==> config.mk <==
export PLATFORM = sky130hd
export DESIGN_NAME = vsc8541_smi_ctrl
export DESIGN_NICKNAME = d
export VERILOG_FILES = /design/src/rtl/vsc8541_smi_pkg.sv /design/src/rtl/vsc8541_smi_rr_arb.sv /design/src/rtl/vsc8541_smi_ctrl.sv
export SDC_FILE = /design/constraint.sdc
export NUM_CORES = 1
export LEC_CHECK = 0
export CAP_MARGIN = 20
export CORE_ASPECT_RATIO = 0.5
export CORE_MARGIN = 8
export CORE_UTILIZATION = 42
export DETAILED_ROUTE_END_ITERATION = 8
export PLACE_DENSITY = 0.9
export SETUP_SLACK_MARGIN = 0.5
export SYNTH_ARGS = -nofsm -noshare
export SYNTH_HDL_FRONTEND = slang
export SYNTH_SLANG_ARGS = --single-unit
==> constraint.sdc <==
create_clock -name clk -period 2.4 [get_ports clk]
set_input_delay 0.48 -clock clk [delete_from_list [all_inputs] [get_ports clk]]
set_output_delay 0.48 -clock clk [all_outputs]
set_load 0.05 [all_outputs]
==> src/rtl/vsc8541_smi_pkg.sv <==
// Shared types and constants for the VSC8541 SMI controller and its MDIO frame engine.
package vsc8541_smi_pkg;

    localparam int SMI_PHY_W  = 5;
    localparam int SMI_REG_W  = 5;
    localparam int SMI_DATA_W = 16;
    localparam int SMI_CNT_W  = 8;

    localparam logic [SMI_REG_W-1:0] SMI_REG_STATUS = 5'h01;
    localparam int                   SMI_LINK_BIT   = 2;

    typedef enum logic [1:0] {
        ST_IDLE,
        ST_LAUNCH,
        ST_WAIT,
        ST_GAP
    } smi_state_t;

    function automatic logic [SMI_CNT_W-1:0] cnt_sat_inc(input logic [SMI_CNT_W-1:0] v);
        return (v == '1) ? v : v + 1'b1;
    endfunction

endpackage

==> src/rtl/vsc8541_smi_rr_arb.sv <==
// Combinational round-robin pick: first set request at or after rr_ptr, cyclically.
module vsc8541_smi_rr_arb #(
    parameter int NREQ = 2,
    parameter int IW   = (NREQ > 1) ? $clog2(NREQ) : 1
) (
    input  logic [NREQ-1:0] req,
    input  logic [IW-1:0]   rr_ptr,
    output logic [NREQ-1:0] gnt,
    output logic [IW-1:0]   idx,
    output logic            any
);

    localparam logic [IW:0] N_W = (IW+1)'(NREQ);

    logic [NREQ-1:0] rot;
    logic [IW:0]     pos;

    always_comb begin
        rot = NREQ'({req, req} >> rr_ptr);
        gnt = '0;
        any = 1'b0;
        pos = '0;
        // Walk downward so the lowest rotated position wins.
        for (int i = NREQ - 1; i >= 0; i--) begin
            if (rot[i]) begin
                pos = {1'b0, rr_ptr} + (IW+1)'(i);
                any = 1'b1;
            end
        end
        if (pos >= N_W) begin
            pos = pos - N_W;
        end
        idx = pos[IW-1:0];
        if (any) begin
            gnt = NREQ'(1) << idx;
        end
    end

endmodule

==> src/rtl/vsc8541_smi_ctrl.sv <==
// Round-robin SMI access sequencer in front of the MDIO frame engine.
// Optional autonomous link polling is enabled with `define VSC8541_SMI_CTRL_POLL_EN.
module vsc8541_smi_ctrl
    import vsc8541_smi_pkg::*;
#(
    parameter int                   NREQ          = 2,
    parameter int                   WR_EDGES      = 32,
    parameter int                   RD_TIMEOUT    = 64,
    parameter int                   GAP_EDGES     = 2,
    parameter int                   POLL_INTERVAL = 1_000_000,
    parameter logic [SMI_PHY_W-1:0] POLL_PHY_ADDR = 5'h00
) (
    input  logic                                 clk,
    input  logic                                 i_reset,
    input  logic                                 i_mdc,
    input  logic [NREQ-1:0]                      i_req,
    input  logic [NREQ-1:0]                      i_req_mode,
    input  logic [NREQ-1:0][SMI_PHY_W-1:0]       i_req_phy_addr,
    input  logic [NREQ-1:0][SMI_REG_W-1:0]       i_req_reg_addr,
    input  logic [NREQ-1:0][SMI_DATA_W-1:0]      i_req_data,
    output logic [NREQ-1:0]                      o_grant,
    output logic [NREQ-1:0]                      o_done,
    output logic [SMI_DATA_W-1:0]                o_rdata,
    output logic                                 o_err,
    output logic                                 o_busy,
    output logic                                 o_mdio_en,
    output logic                                 o_mdio_mode,
    output logic [SMI_PHY_W-1:0]                 o_mdio_phy_addr,
    output logic [SMI_REG_W-1:0]                 o_mdio_reg_addr,
    output logic [SMI_DATA_W-1:0]                o_mdio_data,
    input  logic                                 i_mdio_dv,
    input  logic [SMI_DATA_W-1:0]                i_mdio_data,
    output logic                                 o_link_up,
    output smi_state_t                           fsm_state
);

    localparam int                   IW      = (NREQ > 1) ? $clog2(NREQ) : 1;
    localparam logic [SMI_CNT_W-1:0] WR_LIM  = SMI_CNT_W'(WR_EDGES);
    localparam logic [SMI_CNT_W-1:0] RD_LIM  = SMI_CNT_W'(RD_TIMEOUT);
    localparam logic [SMI_CNT_W-1:0] GAP_LIM = SMI_CNT_W'(GAP_EDGES);
    localparam logic [IW-1:0]        LAST    = IW'(NREQ - 1);

    smi_state_t           state, state_nx;
    logic                 mdc_q, fall;
    logic [SMI_CNT_W-1:0] cnt, cnt_inc;
    logic [IW-1:0]        rr_ptr, sel_idx, arb_idx;
    logic [NREQ-1:0]      arb_gnt, sel_oh, grant_d, done_d;
    logic                 arb_any, is_poll, poll_pend, poll_take, start;
    logic                 wr_fin, rd_ok, rd_to, frame_fin, gap_fin, launch_d;

    vsc8541_smi_rr_arb #(.NREQ(NREQ), .IW(IW)) u_arb (
        .req    (i_req),
        .rr_ptr (rr_ptr),
        .gnt    (arb_gnt),
        .idx    (arb_idx),
        .any    (arb_any)
    );

    assign fall      = mdc_q & ~i_mdc;
    assign cnt_inc   = cnt_sat_inc(cnt);
    assign poll_take = (state == ST_IDLE) && !arb_any && poll_pend;
    assign start     = (state == ST_IDLE) && (arb_any || poll_pend);
    assign wr_fin    = fall && (cnt_inc >= WR_LIM);
    assign rd_ok     = (state == ST_WAIT) && !o_mdio_mode && i_mdio_dv;
    assign rd_to     = (state == ST_WAIT) && !o_mdio_mode && !i_mdio_dv && fall && (cnt_inc >= RD_LIM);
    assign frame_fin = o_mdio_mode ? wr_fin : (rd_ok || rd_to);
    assign gap_fin   = (cnt >= GAP_LIM) || (fall && (cnt_inc >= GAP_LIM));
    assign o_busy    = (state != ST_IDLE);
    assign fsm_state = state;

    always_ff @(posedge clk) begin
        if (i_reset) begin
            state <= ST_IDLE;
        end else begin
            state <= state_nx;
        end
    end

    always_comb begin
        state_nx = state;
        case (state)
            ST_IDLE:   if (start) state_nx = ST_LAUNCH;
            ST_LAUNCH: state_nx = ST_WAIT;
            ST_WAIT:   if (frame_fin) state_nx = ST_GAP;
            ST_GAP:    if (gap_fin) state_nx = ST_IDLE;
            default:   state_nx = ST_IDLE;
        endcase
    end

    // Poll frames latch an all-zero sel_oh, which keeps them off o_grant/o_done.
    always_comb begin
        launch_d = (state == ST_LAUNCH);
        grant_d  = launch_d ? sel_oh : '0;
        done_d   = ((state == ST_WAIT) && frame_fin) ? sel_oh : '0;
    end

    always_ff @(posedge clk) begin
        if (i_reset) begin
            mdc_q           <= 1'b0;
            cnt             <= '0;
            rr_ptr          <= '0;
            sel_idx         <= '0;
            sel_oh          <= '0;
            is_poll         <= 1'b0;
            o_grant         <= '0;
            o_done          <= '0;
            o_mdio_en       <= 1'b0;
            o_mdio_mode     <= 1'b0;
            o_mdio_phy_addr <= '0;
            o_mdio_reg_addr <= '0;
            o_mdio_data     <= '0;
            o_rdata         <= '0;
            o_err           <= 1'b0;
        end else begin
            mdc_q     <= i_mdc;
            o_grant   <= grant_d;
            o_done    <= done_d;
            o_mdio_en <= launch_d;
            if (start) begin
                is_poll <= poll_take;
                sel_idx <= arb_idx;
                if (poll_take) begin
                    sel_oh          <= '0;
                    o_mdio_mode     <= 1'b0;
                    o_mdio_phy_addr <= POLL_PHY_ADDR;
                    o_mdio_reg_addr <= SMI_REG_STATUS;
                    o_mdio_data     <= '0;
                end else begin
                    sel_oh          <= arb_gnt;
                    o_mdio_mode     <= i_req_mode[arb_idx];
                    o_mdio_phy_addr <= i_req_phy_addr[arb_idx];
                    o_mdio_reg_addr <= i_req_reg_addr[arb_idx];
                    o_mdio_data     <= i_req_data[arb_idx];
                end
            end
            if (launch_d && !is_poll) begin
                rr_ptr <= (sel_idx == LAST) ? '0 : sel_idx + 1'b1;
            end
            if (launch_d || ((state == ST_WAIT) && frame_fin)) begin
                cnt <= '0;
            end else if (fall) begin
                cnt <= cnt_inc;
            end
            if (rd_ok && !is_poll) begin
                o_rdata <= i_mdio_data;
            end
            if ((state == ST_WAIT) && frame_fin && !is_poll) begin
                o_err <= rd_to;
            end
        end
    end

`ifdef VSC8541_SMI_CTRL_POLL_EN
    logic [31:0] poll_cnt;

    // Arming wins over a same-cycle take so no interval is lost.
    always_ff @(posedge clk) begin
        if (i_reset) begin
            poll_cnt  <= '0;
            poll_pend <= 1'b0;
            o_link_up <= 1'b0;
        end else begin
            if (poll_take) begin
                poll_pend <= 1'b0;
            end
            if (poll_cnt == 32'(POLL_INTERVAL - 1)) begin
                poll_cnt  <= '0;
                poll_pend <= 1'b1;
            end else begin
                poll_cnt <= poll_cnt + 32'd1;
            end
            if (is_poll && rd_ok) begin
                o_link_up <= i_mdio_data[SMI_LINK_BIT];
            end else if (is_poll && rd_to) begin
                o_link_up <= 1'b0;
            end
        end
    end
`else
    // No poll timer in this build; the interval only matters in the POLL build.
    assign poll_pend = (POLL_INTERVAL < 0);
    assign o_link_up = 1'b0;
`endif

endmodule

== Word level (Yosys, flattened, before mapping) ==
Index checks and enable logic that the tools add are counted.
Widths: inputs -> output; s select.

* Add/subtract/negate cells: 4
* Order comparisons: 6
* Equality and inequality tests: 7
* Shift-type cells: 2
* Mux-type cells: 21
* Bitwise logic cells: 4
* Reduce and logical (&&, ||, !) cells: 20

{| class="wikitable"
|+ Operators by type and width
! cell !! count
|-
| $mux 16 || 2
|-
| $mux 5 || 4
|-
| $ge 8x2->1 const B || 2
|-
| $mux 2 || 6
|-
| $logic_and 1x1->1 || 9
|-
| $add 8x1->8 const B || 1
|-
| $eq 8x8->1 const B || 1
|-
| $ge 8x6->1 const B || 1
|-
| $ge 8x7->1 const B || 1
|-
| $mux 8 || 1
|-
| $pmux 2 s4 || 1
|-
| $mux 1 || 7
|-
| $ne 2x2->1 const B || 3
|-
| $reduce_or 2->1 || 3
|-
| $eq 2x2->1 const B || 2
|-
| $shr 4x1->2 || 1
|-
| $logic_or 1x1->1 || 3
|-
| $not 1->1 || 3
|-
| $reduce_and 3->1 || 1
|-
| $add 1x1->2 const B || 1
|-
| $eq 2x1->1 const B || 1
|-
| $ge 2x2->1 const B || 1
|-
| $logic_not 1->1 || 2
|-
| $logic_not 2->1 || 1
|-
| other kinds (6) || 6
|}

* Flip-flop bits (word level): 64
* Output and inout bits: 53
* Word-level logic and storage cells: 79

== Logic depth before layout (Yosys ltp) ==
Gate-level depths: netlist (run 1).

* Depth in word-level cells: 10
* Depth in mapped cells: 7
* Gate-level depth less buffers: 7

== Cells and area by module ==
From an unflattened synthesis (run 1), not the netlist that was laid out.

* Cells, all modules: 326
* Area total of the unflattened synthesis: 2909.0 µm²

{| class="wikitable"
|+ Modules (own cells, without submodules)
! module !! instances !! cells each !! area each (µm²) !! seq. area each (µm²)
|-
| vsc8541_smi_ctrl || 1 || 321 || 2876.5 || 1281.2
|-
| vsc8541_smi_rr_arb || 1 || 5 || 32.5 || 0.0
|}

== Worst setup path before layout (run 1) ==
No wires, ideal clock.

* Path kind: reg-to-reg
* Start point: reg state[0], in the netlist fsm_state[0]
* End point: reg sel_oh[0]
* Library setup time: 128 ps
* Data arrival time: 2084 ps
* Slack: 188 ps
* Cell stages (with the launch flop): 8
* Buffers on the path: 1
* Clock period less this slack: 2212 ps
* Path through: dfxtp_1 -> inv_1 -> ha_1 -> inv_1 -> nor2_1 -> clkbuf_1 -> o21ai_0 -> nor2_1

* Cells in the longest elaborated chain, start to end: 2

{| class="wikitable"
|+ Ends and longest elaborated chain
! item !! line !! text
|-
| start: declaration || vsc8541_smi_ctrl.sv:43 || <nowiki>smi_state_t state, state_nx;</nowiki>
|-
| start signal: assignment || vsc8541_smi_ctrl.sv:75 || <nowiki>state <= state_nx;</nowiki>
|-
| $logic_not 2->1 || vsc8541_smi_ctrl.sv:62 || <nowiki>assign start = (state == ST_IDLE) && (arb_any || poll_pend);</nowiki>
|-
| $logic_and 1x1->1 || vsc8541_smi_ctrl.sv:62 ||
|-
| end signal: assignment || vsc8541_smi_ctrl.sv:129 || <nowiki>sel_oh <= arb_gnt;</nowiki>
|-
| end: declaration || vsc8541_smi_ctrl.sv:47 || <nowiki>logic [NREQ-1:0] arb_gnt, sel_oh, grant_d, done_d;</nowiki>
|}

No other way between the ends.
A chain may end at the register's enable or synchronous reset.

== Worst setup path after layout (run 1) ==
* Start point: reg cnt[0]
* End point: reg state[1], in the netlist fsm_state[1]

* Cells in the longest elaborated chain, start to end: 8
* Elaborated cells on any way between the ends: 16
* Those cells by class: add/sub: 1; order compare: 4; eq/ne: 3; mux: 2; reduce/logical: 6

{| class="wikitable"
|+ Ends and longest elaborated chain
! item !! line !! text
|-
| start: declaration || vsc8541_smi_ctrl.sv:45 || <nowiki>logic [SMI_CNT_W-1:0] cnt, cnt_inc;</nowiki>
|-
| start signal: assignment || vsc8541_smi_ctrl.sv:142 || <nowiki>cnt <= cnt_inc;</nowiki>
|-
| $add 8x1->8 or $eq 8x8->1 (tied branches) || vsc8541_smi_pkg.sv:20 || <nowiki>return (v == '1) ? v : v + 1'b1;</nowiki>
|-
| $mux 8 || vsc8541_smi_pkg.sv:20 ||
|-
| $ge 8x7->1 || vsc8541_smi_ctrl.sv:65 || <nowiki>assign rd_to = (state == ST_WAIT) && !o_mdio_mode && !i_mdio_dv && fall && (cnt_inc >= RD_LIM);</nowiki>
|-
| $logic_and 1x1->1 || vsc8541_smi_ctrl.sv:65 ||
|-
| $logic_or 1x1->1 || vsc8541_smi_ctrl.sv:66 || <nowiki>assign frame_fin = o_mdio_mode ? wr_fin : (rd_ok || rd_to);</nowiki>
|-
| $mux 1 || vsc8541_smi_ctrl.sv:66 ||
|-
| $ne 2x2->1 (no line) || - ||
|-
| $reduce_and 3->1 (no line) (*) || - ||
|}

Mark *: on every way between the ends. The rest lies on a longest branch, timed or not.

==> results of run 1 <==
-- registers in the layout, indices dropped and copies added (netlist names) --
name             cells
sel_idx              1
o_mdio_phy_addr      5
o_mdio_data         16
o_rdata             16
o_done               2
sel_oh               2
o_mdio_reg_addr      5
rr_ptr               1
o_grant              2
mdc_q                1
o_mdio_en            1
cnt                  8
o_mdio_mode          1
fsm_state            2
o_err                1
-- layout make-up --
type,instances,area (sq um),share of cell area (%)
well taps,92,115.1,2.530
inverters,8,30.03,0.6599
clock inverters,4,45.04,0.9898
flip-flops and latches,64,1289,28.32
clock buffers,12,236.5,5.197
repair buffers,136,1284,28.21
multi-input cells,233,1551,34.09
-- critical path, stage by stage (launching register included) --
cell,delay [ns]
dfxtp_2,0.37
ha_4,0.21
a211o_1,0.33
a31o_1,0.23
a32oi_2,0.26
a211o_2,0.21
mux2i_1,0.16
-- cell usage in the layout, fill, tap and decap left out, drive strengths merged, types with 2 or more instances in the layout --
cell type	Yosys	layout
clkdlybuf4s50	0	74
dfxtp	64	64
dlygate4sd2	0	51
nor2	44	44
nand2	39	39
a211oi	32	32
mux2i	30	30
a21oi	21	21
clkbuf	15	12
buf	9	11
inv	8	8
ha	7	7
o21ai	7	7
and2	5	5
nor2b	4	4
nand4	4	4
nor3b	4	4
nand3	4	4
nor4	3	3
nand2b	3	3
clkinv	0	3
nor3	3	3
and3	2	2
a31oi	2	2
and4	2	2
xor2	2	2
a211o	2	2
a32oi	2	2
-- worst min path at each step --
stage | start | endpoint | depth (start not counted)
after floorplan | sel_idx | sel_idx | 2
after global placement | o_rdata[5] | o_rdata[5] | 2
after detailed placement | o_rdata[1] | o_rdata[1] | 2
after CTS | o_rdata[1] | o_rdata[1] | 2
after global routing | o_rdata[11] | o_rdata[11] | 2
final | o_rdata[1] | o_rdata[1] | 2
-- layer usage --
layer | track usage [%] | share of wire [%]
met2 | 30.10 | 51
met5 | 0 | 0
met1 | 16.67 | 38
met4 | 6.165 | 1.6
met3 | 9.254 | 8.7
-- synthesized netlist by cell type (2+ instances only) --
library cell and count:
inv_1 8, nand2b_1 3, nor2b_1 4, nand3_1 3, a211oi_2 3, nand2_1 39, o21ai_0 5, nor3b_1 3
and4_1 2, nor2_1 44, buf_4 3, a21oi_1 21, ha_1 7, a31oi_1 2, nand4_1 4, clkbuf_1 15
and3_1 2, a211oi_1 29, nor3_1 2, mux2i_1 30, buf_2 5, dfxtp_1 64, nor4_1 3, xor2_1 2
and2_1 5
-- power groups by stage --
| stage | clock [mW] | combinational (mW) | sequential (mW) |
|---|---|---|---|
| finish | 1.22 | 1.97 | 1.41 |
| global route | 1.31 | 2.13 | 1.43 |
| CTS | 1.24 | 1.97 | 1.41 |
| detailed placement | 0 | 2.09 | 1.43 |
| global placement | 0 | 2.06 | 1.42 |
| floorplan | 0 | 0.743 | 2.06 |
-- per-stage QoR --
step                area, sq um  util, %  hold WS, ns  total power [mW]
CTS                        4513    67.09       0.4516             4.626
global placement           4292    63.80       0.4408             3.475
floorplan                  2944        -       0.4363             2.804
global route               4551    67.65       0.4727             4.865
finish                     4551    67.65       0.4486             4.599
detailed placement         4292    63.80       0.4473             3.521
-- timing repair --
| item | CTS | global route |
|---|---|---|
| gates resized for setup | 53 | 8 |
| endpoints found under the setup margin | 54 | 5 |
| hold buffers | 0 | 0 |
| setup buffers | 0 | 1 |
| pin swaps | 0 | 2 |
-- logic make-up (layout without fill, tap and decap cells) --
group,count (synthesis),count (layout)
mux,30,30
fa+ha+maj,7,7
flops,64,64
xor+xnor,3,3
buf+inv,32,160
other cells,1,1
compound gates,72,72
simple gates,120,120
==> impl_metrics.tcl, run 1 <==
set metrics [dict create \
    rows 21 \
    root_buffer "clkbuf_16" \
    grt_pass1_vias 2787 \
    worst_pin_slew_ns 0.5376 \
    avgSynthCellArea_sq_um 8.918 \
    syn_inst 329 \
    synth_top_family_by_area "simple AND/OR/NAND/NOR gates" \
    routed_wl_um 8545 \
    clock.fmax_mhz 544.7 \
    synth_xor_xnor_area_share_pct 0.8955 \
    top_level_ports 129 \
    h-tree-depth 3 \
    seq_area_frac_synth_pct 43.67 \
    portBuffers 127 \
    drive_gt1_share_pct 10.50 \
    critPathArrivalTime_ns 2.08 \
    crit_type "flop to flop" \
    synth_compound_area_share_pct 17.95 \
    worst_slack_ns 0.5640 \
    routabilityCongestion 0.8702 \
    ys.flop_type "dfxtp_1" \
    startpoint "cnt[0]" \
    wl_per_cell_um 15.56 \
    clock_skew_ns 0.003852 \
    synth_simple_gate_area_share_pct 19.19 \
    status "complete, no violations" \
    vias 2798 \
    cap_violations 0 \
    fin_crit_sh_pct 76.50 \
    reg2regPathDepth 6 \
    grt-ovfl-total 0 \
    clockPowerShare_pct 26.6 \
    synthArstFlopShare_pct 0 \
    grt_pass1_wl_um 13520 \
    combPwrFrac_pct 42.8 \
    die_x_um 134.2 \
    yosys.area_share.adder_pct 2.985 \
    p_sw_mw 1.881 \
    synth_area_leaders "dfxtp_1 44%, mux2i_1 10%, a211oi_1 7.4%, nor2_1 5.6%, nand2_1 5.0%" \
    power.density_nw_per_um2 1011 \
    worstSetupEndpointType "flop" \
    synthMuxAreaShare_pct 10.23 \
    antenna_cells 0 \
    startpoint_type "flop" \
    timing.rr.end "fsm_state[1]" \
    synth_edf_count 0 \
    syn_area_sq_um 2934 \
    ant_nets 0 \
    p_int_mw 2.718 \
    rsz0062_at_grt "yes" \
    dieHeight_um 75.10 \
    hold_path.class "flop to flop" \
    antenna_found_initial 0 \
    synth_warnings 0 \
    swShare_pct 40.90 \
    cts_buffer_depth 2 \
    ys_ff_latch 64 \
    drt_iter0_markers 175 \
    seq_power_share_pct 30.6 \
    cts_num_sinks 64 \
    worstSkewPairLatency_ns 0.32 \
    dr.pass1.iters 4 \
    areaGrowthSynthToFinish_pct 55.10 \
    slew_headroom_pct 63.99 \
    finalSetupViolations 0 \
    grt_max_degree 35 \
    die-area_sq_um 10080 \
    fill_cells 577 \
    synth_nets 412 \
    cts_tree "done" \
    drv_slew 0 \
    dp_cells 532 \
    fin_cells 549 \
    gr-usage-all-layers_pct 16.88 \
    reg2reg_slack_ns 0.56 \
    dpl.hpwl_um 6440 \
    cts_buffers 9 \
    min_period_ns 1.836 \
    core_sq_um 6726 \
    cp.required_ns 2.65 \
    synth_cell_types 46 \
    start_util_pct 43.62 \
    worstReg2RegStart "cnt[0]" \
    power.leakage_nw 1.989 \
    fin_nets 535 \
    critPathMaxFanout 8 \
    hold_violations 0 \
    cp-endpoint "fsm_state[1]" \
    dp_slack_ns 0.1853 \
    drc 0 \
    avgViaCountPerCell 5.097 \
    setup_tns_ns 0 \
    yosysTopAreaCell "dfxtp_1" \
    irDropWorstVdd_mv 0.5742 \
    clkTransAtPathRegs_ns 0.05 \
    yosysTopAreaCellShare_pct 43.67 \
]
(Power assumes the default switching activity.)
==> run 2: changes to the inputs <==
==> constraint.sdc (replaced) <==
create_clock -name clk -period 1.83 [get_ports clk]
set_input_delay 0.366 -clock clk [delete_from_list [all_inputs] [get_ports clk]]
set_output_delay 0.366 -clock clk [all_outputs]
set_load 0.05 [all_outputs]
==> impl_metrics.tcl, run 2 (same netlist as run 1, synthesis figures left out) <==
set metrics [dict create \
    final_common_cell "buf_4" \
    fill_cells 428 \
    routed_wl_um 10720 \
    multi_input_area_sq_um 1837 \
    cts_num_sinks 64 \
    grt-ovfl-total 0 \
    dieHeight_um 75.10 \
    cp-endpoint "cnt[2]" \
    grt_max_degree 31 \
    gr-usage-all-layers_pct 19.43 \
    fin_crit_sh_pct 96.06 \
    hold_path.class "input pin to flop" \
    top_regs "o_mdio_data (16), o_rdata (16), cnt (8)" \
    cts_buffer_depth 2 \
    reg2reg_slack_ns 0.07 \
    grt_pass1_vias 3206 \
    fin_nets 573 \
    startpoint_type "flop" \
    areaGrowthSynthToFinish_pct 80.85 \
    min_period_ns 1.758 \
    reg2regPathDepth 7 \
    status "complete, no violations" \
    power.leakage_nw 2.184 \
    clock.fmax_mhz 568.8 \
    rows 21 \
    grt_pass1_wl_um 15590 \
    root_buffer "clkbuf_16" \
    antenna_cells 0 \
    vias 3129 \
    irDropWorstVdd_mv 0.9199 \
    power.density_nw_per_um2 1433 \
    ant_nets 0 \
    worstReg2RegStart "cnt[1]" \
    startpoint "cnt[1]" \
    seq_power_share_pct 25.1 \
    whs_ns 0.3008 \
    antenna_found_initial 0 \
    dp_slack_ns -0.1631 \
    worstSetupEndpointType "flop" \
    drv_slew 0 \
    h-tree-depth 3 \
    p_sw_mw 3.068 \
    drc 0 \
    dr.pass1.iters 4 \
    cp.required_ns 2.07 \
    combPwrFrac_pct 55.4 \
    crit_type "flop to flop" \
    hold_violations 0 \
    top_level_ports 129 \
    cts_tree "done" \
    timing.rr.end "cnt[2]" \
    finalSetupViolations 0 \
    portBuffers 127 \
    p_total_mw 7.602 \
    slowest_stage "dfxtp_4" \
    swShare_pct 40.35 \
    die_x_um 134.2 \
    start_util_pct 43.62 \
    clkTransAtPathRegs_ns 0.05 \
    cts_buffers 9 \
    drt_iter0_markers 126 \
    cap_violations 0 \
    dpl.hpwl_um 6509 \
    p_int_mw 4.534 \
    routabilityCongestion 0.8214 \
    worstPathCellList "ha_4 > a211o_1 > a31o_1 > a32oi_2 > buf_4 > o21ai_4 > nor3b_2" \
    core_sq_um 6726 \
    clock_skew_ns 0.005801 \
    drive_gt1_share_pct 38.46 \
    wl_per_cell_um 18.29 \
    layout_common_cells "74 x buf_4, 71 x clkdlybuf4s50_1, 56 x dfxtp_1" \
    worst_slack_ns 0.07203 \
    seq_area_sq_um 1301 \
    critPathMaxFanout 8 \
    clockPowerShare_pct 19.5 \
    die-area_sq_um 10080 \
    worstSkewPairLatency_ns 0.31 \
    slowest_delay_ns 0.35 \
    avgViaCountPerCell 5.340 \
    rsz0062_at_grt "yes" \
    critPathArrivalTime_ns 2.00 \
]
## run 2: cell count changes in the layout (fill, tap and decap cells not counted), sizes merged, moves of 2 or more
cell and change:
clkbuf +3, dlygate4sd2 -48, buf +88, clkdlybuf4s50 -3, clkinv -2
## run 2: timing repair
action	in CTS	in global routing
endpoints found under the setup margin	46	60
gates cloned	5	1
pin swaps	19	18
gates resized for setup	46	41
buffers inserted	23	3
hold buffers	0	0
## run 2: worst min-delay path by stage
stage | startpoint | endpoint | slack, ns | cells past startpoint
floorplan | sel_idx | sel_idx | 0.44 | 2
global placement | o_rdata[13] | o_rdata[13] | 0.44 | 2
detailed placement | o_rdata[1] | o_rdata[1] | 0.45 | 2
CTS | i_reset | o_mdio_en | 0.28 | 2
global route | i_reset | o_mdio_en | 0.30 | 2
finish | i_reset | o_mdio_en | 0.30 | 2
## run 2: worst max-delay path, delay by kind of cell, from the launching register on
family,cells,cell delay [ns]
fa+ha+maj,1,0.18
buf+inv,1,0.18
flops,1,0.35
simple gates,1,0.16
compound gates,4,0.80
## run 2: routing by layer
layer  wire (um)  share of wire [%]  track usage [%]
met5           0                  0                0
met4         282                2.6            8.261
met3         750                7.0            7.856
met2        5522                 52            36.32
met1        4164                 39            19.29
## run 2: cell type report
type / count / share of cell area [%]
clock inverters: 1 / 0.09432
multi-input cells: 233 / 34.61
flip-flops and latches: 64 / 24.52
repair buffers: 174 / 33.08
clock buffers: 14 / 4.787
inverters: 8 / 0.7310
well taps: 92 / 2.169
## run 2: power by group through the flow
stage / registers (mW) / logic, mW / clock network, mW
floorplan: 2.73 / 1.12 / 0
global placement: 1.89 / 2.82 / 0
detailed placement: 1.90 / 2.86 / 0
CTS: 1.87 / 3.83 / 1.50
global route: 1.94 / 4.40 / 1.58
finish: 1.91 / 4.21 / 1.48
## run 2: stage by stage
step / area (sq um) / utilization (%) / setup TNS, ns / cells
5_1_grt: 5306 / 78.89 / -0.00009082 / 586
2_1_floorplan: 3054 / - / 0 / 329
3_5_place_dp: 4338 / 64.49 / -1.005 / 539
6_report: 5306 / 78.89 / 0 / 586
3_3_place_gp: 4338 / 64.49 / -0.3585 / 539
4_1_cts: 5091 / 75.69 / 0 / 582
==> run 3: changes to the inputs <==
--- a/config.mk
+++ b/config.mk
@@ -6,7 +6,7 @@
 export NUM_CORES = 1
 export LEC_CHECK = 0
 export CAP_MARGIN = 20
-export CORE_ASPECT_RATIO = 0.5
+export CORE_ASPECT_RATIO = 1.5
 export CORE_MARGIN = 8
 export CORE_UTILIZATION = 42
 export DETAILED_ROUTE_END_ITERATION = 8
==> impl_metrics.tcl, run 3 (same netlist as run 1, synthesis figures left out) <==
set metrics [dict create \
    portBuffers 127 \
    top_regs "o_mdio_data (16), o_rdata (16), cnt (8)" \
    hold_path.class "input pin to flop" \
    cap_violations 0 \
    avgViaCountPerCell 5.591 \
    fin_crit_sh_pct 98.08 \
    grt-ovfl-total 0 \
    worst_slack_ns 0.03505 \
    hold_violations 0 \
    dr.pass1.iters 4 \
    drc 0 \
    cts_buffer_depth 2 \
    hold-path-endpoint "mdc_q" \
    layout_common_cells "72 x clkdlybuf4s50_1, 62 x buf_4, 54 x dfxtp_1" \
    cts_num_sinks 64 \
    dpl_cell_area_sq_um 4280 \
    startpoint_type "flop" \
    clock_skew_ns 0.008046 \
    drive_gt1_share_pct 39.84 \
    clock.fmax_mhz 557.1 \
    reg2reg_slack_ns 0.04 \
    routed_wl_um 11750 \
    worstPathCellList "ha_4 > a211o_1 > a31o_1 > a32oi_2 > a211o_2 > mux2i_1" \
    setup_tns_ns 0 \
    drt_iter0_markers 189 \
    clkTransAtPathRegs_ns 0.07 \
    rsz0062_at_grt "yes" \
    routabilityCongestion 0.9122 \
    min_from "i_reset" \
    drv_slew 0 \
    crit_type "flop to flop" \
    die_x_um 84.25 \
    slowest_stage "dfxtp_4" \
    critPathArrivalTime_ns 2.07 \
    core_sq_um 6805 \
    gr-usage-all-layers_pct 21.54 \
    final_common_cell "clkdlybuf4s50_1" \
    critPathMaxFanout 5 \
    areaGrowthSynthToFinish_pct 83.54 \
    timing.rr.end "fsm_state[1]" \
    min_period_ns 1.795 \
    wl_per_cell_um 20.43 \
    cp.required_ns 2.10 \
    h-tree-depth 3 \
    reg2regPathDepth 6 \
    dp_cells 523 \
    power.density_nw_per_um2 1512 \
    fin_cells 575 \
    grt_max_degree 26 \
    irDropWorstVdd_mv 1.138 \
    fin_nets 575 \
    power.leakage_nw 2.219 \
    worstSetupEndpointType "flop" \
    cp_num_buf_inv 0 \
    cpLargestDelayFamily "compound AO/OA/AOI/OAI gates" \
    worstSkewPairLatency_ns 0.34 \
    startpoint "cnt[0]" \
    dp_slack_ns -0.1715 \
    vias 3215 \
    grt_pass1_wl_um 17460 \
    cts_tree "done" \
    start_util_pct 43.11 \
    root_buffer "clkbuf_8" \
    p_total_mw 8.145 \
    dieHeight_um 118.4 \
    status "complete, no violations" \
    antenna_cells 0 \
    rows 37 \
    min_path_cells 2 \
    cts_buffers 9 \
    slowest_delay_ns 0.37 \
    finalSetupViolations 0 \
    top_level_ports 129 \
    dpl.hpwl_um 6706 \
    grt_pass1_vias 3605 \
    antenna_found_initial 0 \
    die-area_sq_um 9972 \
    stdcell_area_sq_um 5385 \
    worstReg2RegStart "cnt[0]" \
    ant_nets 0 \
]
run 3: cell types whose count changed in the layout (fill, tap and decap cells not counted), sizes merged:
cell / delta
clkbuf: -3
clkinv: +1
dlygate4sd2: -1
clkdlybuf4s50: +1
buf: +3
bufinv: +2
run 3: report_power, final:
| part | internal [mW] | switching (mW) | total, mW |
|---|---|---|---|
| logic | 2.23 | 2.51 | 4.74 |
| registers | 1.69 | 0.247 | 1.94 |
| clock network | 0.888 | 0.577 | 1.47 |
| total | 4.81 | 3.34 | 8.14 |
run 3: worst max path at each step:
stage	endpoint	slack, ns	cells past startpoint
2_1_floorplan	o_mdio_phy_addr[2]	0.18	7
3_3_place_gp	fsm_state[0]	-0.10	6
3_5_place_dp	fsm_state[0]	-0.17	6
4_1_cts	fsm_state[1]	0.09	5
5_1_grt	fsm_state[1]	-0.03	6
6_report	fsm_state[1]	0.04	6
run 3: stage by stage:
| stage | hold WS, ns | util [%] |
|---|---|---|
| CTS | 0.4045 | 75.99 |
| finish | 0.4139 | 79.13 |
| floorplan | 0.4363 | - |
| global placement | 0.4429 | 62.90 |
| global route | 0.4067 | 79.13 |
| detailed placement | 0.4484 | 62.90 |
run 3: per-layer routing:
layer	global-route usage [%]	vias to the layer above	share of wire [%]
met1	19.56	1561	34
met3	6.667	39	5.6
li1	-	1481	-
met5	0	-	0
met2	39.74	134	56
met4	13.77	0	4.7
run 3: timing repair:
action	in CTS	in global routing
hold buffers	0	0
cloned	9	0
buffers inserted	22	5
gates resized for setup	66	39
endpoints found under the setup margin	60	65
pin swaps	22	12
run 3: final cells by class:
class	instances	area, sq um
repair buffers	176	1876
multi-input cells	233	1824
fillers	395	1420
flip-flops and latches	64	1309
clock buffers	12	166.4
well taps	78	97.59
clock inverters	4	73.82
inverters	8	38.79
